==> config.mk <==
export PLATFORM = sky130hd
export DESIGN_NAME = uart_tx_ctrl
export DESIGN_NICKNAME = d
export VERILOG_FILES = /design/src/rtl/uart_tx_ctrl.sv
export SDC_FILE = /design/constraint.sdc
export NUM_CORES = 1
export LEC_CHECK = 0
export CAP_MARGIN = 20
export CORE_AREA = 2 2 39 41
export CTS_BUF_LIST = sky130_fd_sc_hd__clkbuf_2
export DETAILED_ROUTE_END_ITERATION = 8
export DIE_AREA = 0 0 41 43
export PLACE_DENSITY = 0.7
export SYNTH_ARGS = -nofsm -noshare
export SYNTH_HDL_FRONTEND = slang
export SYNTH_SLANG_ARGS = --single-unit
export TNS_END_PERCENT = 20
==> constraint.sdc <==
create_clock -name clk -period 3.35 [get_ports clk]
set_input_delay 0.67 -clock clk [delete_from_list [all_inputs] [get_ports clk]]
set_output_delay 0.67 -clock clk [all_outputs]
set_load 0.05 [all_outputs]
==> src/rtl/uart_tx_ctrl.sv <==
// UART transmit frame controller: sequences start, data, optional parity and
// stop bits, gating the external 8-bit serializer through ser_en and busy.
module uart_tx_ctrl (
    input  logic       clk,
    input  logic       rst,
    input  logic [7:0] p_data,
    input  logic       data_valid,
    input  logic       par_en,
    input  logic       par_typ,
    input  logic       ser_data,
    input  logic       ser_done,
    output logic       ser_en,
    output logic       busy,
    output logic       tx_out,
    output logic       frame_done
);

    typedef enum logic [2:0] {
        IDLE   = 3'd0,
        START  = 3'd1,
        DATA   = 3'd2,
        PARITY = 3'd3,
        STOP   = 3'd4
    } state_t;

    state_t     state_reg;
    state_t     state_next;
    logic       par_bit_reg;
    logic       par_en_reg;
    logic       accept;
    logic [8:0] par_chain;

    // Parity seeded with par_typ so odd parity falls out of the same XOR chain.
    assign par_chain[0] = par_typ;

    generate
        for (genvar gi = 0; gi < 8; gi++) begin : g_parity
            assign par_chain[gi+1] = par_chain[gi] ^ p_data[gi];
        end
    endgenerate

    assign accept = (state_reg == IDLE) && data_valid;

    always_ff @(posedge clk or negedge rst) begin
        if (!rst) begin
            state_reg   <= IDLE;
            par_bit_reg <= 1'b0;
            par_en_reg  <= 1'b0;
        end else begin
            state_reg <= state_next;
            if (accept) begin
                par_en_reg  <= par_en;
                par_bit_reg <= par_chain[8];
            end
        end
    end

    always_comb begin
        state_next = state_reg;
        ser_en     = 1'b0;
        busy       = 1'b1;
        frame_done = 1'b0;
        tx_out     = 1'b1;
        case (state_reg)
            IDLE: begin
                busy = 1'b0;
                if (data_valid) begin
                    state_next = START;
                end
            end
            START: begin
                tx_out     = 1'b0;
                state_next = DATA;
            end
            DATA: begin
                ser_en = 1'b1;
                tx_out = ser_data;
                if (ser_done) begin
                    state_next = par_en_reg ? PARITY : STOP;
                end
            end
            PARITY: begin
                tx_out     = par_bit_reg;
                state_next = STOP;
            end
            STOP: begin
                frame_done = 1'b1;
                state_next = IDLE;
            end
            default: begin
                busy       = 1'b0;
                state_next = IDLE;
            end
        endcase
    end

endmodule

[Word level (Yosys, flattened, before mapping)]
Cells that the tools add are included.
Storage, ports and cells
  flip-flop bits (word level): 5
  input bits: 15
  output and inout bits: 4
  logic and storage cells: 29
Cells by class
  equality and inequality tests: 6
  multiplexer cells: 8
  bitwise gates (word level): 8
  reductions and logical operators: 4
Operators with widths (count)
  $pmux 3 s4: 1
  $mux 3: 3
  $xor 1x1->1: 8
  $eq 3x2->1 const B: 2
  $ne 2x2->1 const B: 2
  $reduce_or 4->1: 1
  $eq 3x1->1 const B: 1
  $eq 3x3->1 const B: 1
  $logic_not 3->1: 1
  $mux 1: 3
  $pmux 1 s3: 1
  $reduce_and 2->1: 1
  $logic_and 1x1->1: 1

[Logic depth before layout (Yosys ltp)]
  word-level depth: 8
  mapped depth: 4
  depth with buffers taken out: 4

[Worst setup path after synthesis]
OpenSTA, ideal clock, no wires.
  path type: register -> output
  from: reg state_reg[1]
  to: out ser_en
  arrival: 1.749 ns
  required time: 2.680 ns
  path slack: 0.931 ns
  cell stages (with the launch flop): 3
  path buffers: 1
  cell sequence: dfrtp_1 -> clkbuf_1 -> nor3b_1
Between the ends
  longest elaborated chain between the ends: 2
RTL lines
  from (decl): line 26  | state_t state_reg;
  from (signal assigned): line 50  | state_reg <= state_next;
  $eq 3x2->1: line 64  | case (state_reg)
  $mux 1: line 64
  to (decl): line 12  | output logic ser_en,
No other way between the ends.

[Final worst setup path]
  from: in ser_data
  to: out tx_out
Between the ends
  longest elaborated chain between the ends: 1
RTL lines
  from (decl): line 10  | input logic ser_data,
  $pmux 1 s3: line 64
  to (decl): line 14  | output logic tx_out,
No other way between the ends.

==> results.sh <==
export IMPL_maxCapViolations=0
export IMPL_yosys_warnings=0
export IMPL_slew_headroom=0.6694
export IMPL_required_ns=2.68
export IMPL_root_buffer="clkbuf_2"
export IMPL_power_per_cell_area_mw_per_mm2=862.1
export IMPL_cp_arrival_ns=2.22
export IMPL_io_buffers=18
export IMPL_cts_hold_buf=0
export IMPL_leakage_uw=0.0002393
export IMPL_cts_buffers=3
export IMPL_multiInputGateArea_um2=214.0
export IMPL_cp_max_fo=1
export IMPL_max_slew_worst_pin_slew_ns=0.4944
export IMPL_clock_sinks=5
export IMPL_synth_cells=36
export IMPL_r2r_end="par_bit_reg"
export IMPL_status="completed"
export IMPL_rsz0062_at_grt="false"
export IMPL_drv_slew=0
export IMPL_layout_drive_gt1_share=0.1636
export IMPL_yosys_register_bits=5
export IMPL_tns_ns=0
export IMPL_finalCritPeriodShare=0.8622
export IMPL_dpl_cell_area_um2=550.5
export IMPL_yosysUniqueCellTypes=21
export IMPL_largest_reg_flops=3
export IMPL_final_area_um2=570.5
export IMPL_initial_core_util=0.2613
export IMPL_place_congestion=0.7777
export IMPL_drt_iter0_markers=0
export IMPL_clk_latency_ns=0.21
export IMPL_dr_pass1_iters=1
export IMPL_via_per_inst=4.507
export IMPL_reg2reg_depth=2
export IMPL_hold_end="par_bit_reg"
export IMPL_holdPathStages=1
export IMPL_place_ws_ns=0.4418
export IMPL_syn_mean_instance_area_um2=10.04
export IMPL_grt_max_degree=11
export IMPL_clockBufferDepth=2
export IMPL_fmax_ghz=0.3462
export IMPL_r2r_setup_slack_ns=1.98
export IMPL_min_path_type="reg -> reg"
export IMPL_wl_per_cell_um=10.23
export IMPL_ant_nets=0
export IMPL_fp_row_count=14
export IMPL_grt_usage=0.1134
export IMPL_regArea_um2=125.1
export IMPL_fp_dieW_um=41
export IMPL_ios=19
export IMPL_grt_pass1_wl_um=1304
export IMPL_die_y_um=43
export IMPL_cts_tree="yes"
export IMPL_nFillCells=156
export IMPL_fin_crit_ns=2.888
export IMPL_final_cell_mix="clkdlybuf4s50_1, xnor2_1, dfrtp_1"
export IMPL_fin_skew_ns=0.001818
export IMPL_finalSetupViolCount=0
export IMPL_grt_pass1_vias=341
export IMPL_nNetsFinal=71
export IMPL_dieArea_mm2=0.001763
export IMPL_core_mm2=0.001384
export IMPL_num_antenna_cells=0
export IMPL_rr_startpoint="state_reg[0]"
export IMPL_grt_ovfl_total=0
export IMPL_post_cts_setup_buffers=0
export IMPL_antenna_found_initial=0
export IMPL_flow_area_growth_from_synthesis_pct=57.79
export IMPL_yosysSeqAreaShare=0.3460
export IMPL_clk_pin_slew_ns=0.06
export IMPL_vias=320
export IMPL_final_setup_worst_slack_ns=0.4616
export IMPL_critPathKind="in -> out"
export IMPL_vdd_drop_max_mv=0.3003
export IMPL_post_dp_hpwl_um=613.3
export IMPL_cts_resized=0
export IMPL_hold_start="par_bit_reg"
export IMPL_final_hold_viol_count=0
export IMPL_htree_num_levels=1
export IMPL_cp_start_kind="input port"
export IMPL_cp_end_kind="output port"
export IMPL_syn_cell_area_um2=361.6
export IMPL_routed_wl_um=726
export IMPL_final_common_cell="clkdlybuf4s50_1"
export IMPL_post_route_drc_count=0
export IMPL_synth_nets=51
==> worst max-delay path by stage <==
stage / end / slack (ns) / from / depth (start not counted)
after floorplan: ser_en / 0.93 / state_reg[1] / 2
after global placement: tx_out / 0.49 / ser_data / 5
after detailed placement: tx_out / 0.44 / ser_data / 5
after CTS: tx_out / 0.45 / ser_data / 5
after global routing: tx_out / 0.40 / ser_data / 5
final: tx_out / 0.46 / ser_data / 5
==> cell usage after synthesis (all sizes together) <==
cell / instances / area share
xnor2: 6 / 0.17
dfrtp: 5 / 0.35
inv: 3 / 0.031
a21oi: 2 / 0.028
clkbuf: 2 / 0.021
mux2: 2 / 0.073
nor2: 2 / 0.021
nor3b: 2 / 0.042
o21ai: 2 / 0.028
a311o: 1 / 0.028
a31oi: 1 / 0.017
and2: 1 / 0.017
buf: 1 / 0.010
nand2: 1 / 0.010
nor2b: 1 / 0.017
nor3: 1 / 0.014
nor4b: 1 / 0.042
xnor3: 1 / 0.066
xor2: 1 / 0.024
==> metal layers <==
| metal | vias to the layer above | track usage | routed length, um |
|---|---|---|---|
| met1 | 150 | 0.1089 | 265 |
| li1 | 158 | - | - |
| met4 | 0 | 0.02000 | 0 |
| met3 | 0 | 0.07853 | 49 |
| met2 | 12 | 0.1906 | 411 |
| met5 | - | 0 | 0 |
==> kinds of logic (layout without fill, tap and decap cells) <==
| family | count (synthesis) | after routing | share of synthesized area |
|---|---|---|---|
| flip-flops | 5 | 5 | 0.3460 |
| multiplexers | 2 | 2 | 0.07265 |
| AND/OR/NAND/NOR | 9 | 9 | 0.1626 |
| XOR/XNOR | 8 | 8 | 0.2561 |
| buffers and inverters | 6 | 25 | 0.06228 |
| AO/OA/AOI/OAI | 6 | 6 | 0.1004 |
==> report_power, final <==
part / internal (uW) / switching (uW)
registers: 88.4 / 47.5
clock network: 31.6 / 23.8
logic: 136 / 164
total: 256 / 236
==> critical path: stages <==
cell             delay, ns
clkdlybuf4s50_1       0.45
inv_1                 0.04
a21oi_1               0.13
a311o_1               0.13
clkdlybuf4s50_1       0.80
==> per-stage QoR <==
step,cells,util,hold slack [ns],power (uW)
3_3_place_gp,67,0.3978,0.5079,427.5
2_1_floorplan,36,-,0.3744,347.6
5_1_grt,71,0.4123,0.5724,528.4
6_report,71,0.4123,0.5355,491.9
4_1_cts,71,0.4123,0.5462,497.8
3_5_place_dp,67,0.3978,0.5339,440.5
==> cell type report <==
cell class,instances,share of cell area
inverter,3,0.01974
multi-input combinational,25,0.3750
clock buffer,4,0.03509
timing repair buffer,18,0.3158
sequential,5,0.2193
tap,16,0.03509
Note: power is estimated with default switching activity, not from simulation.
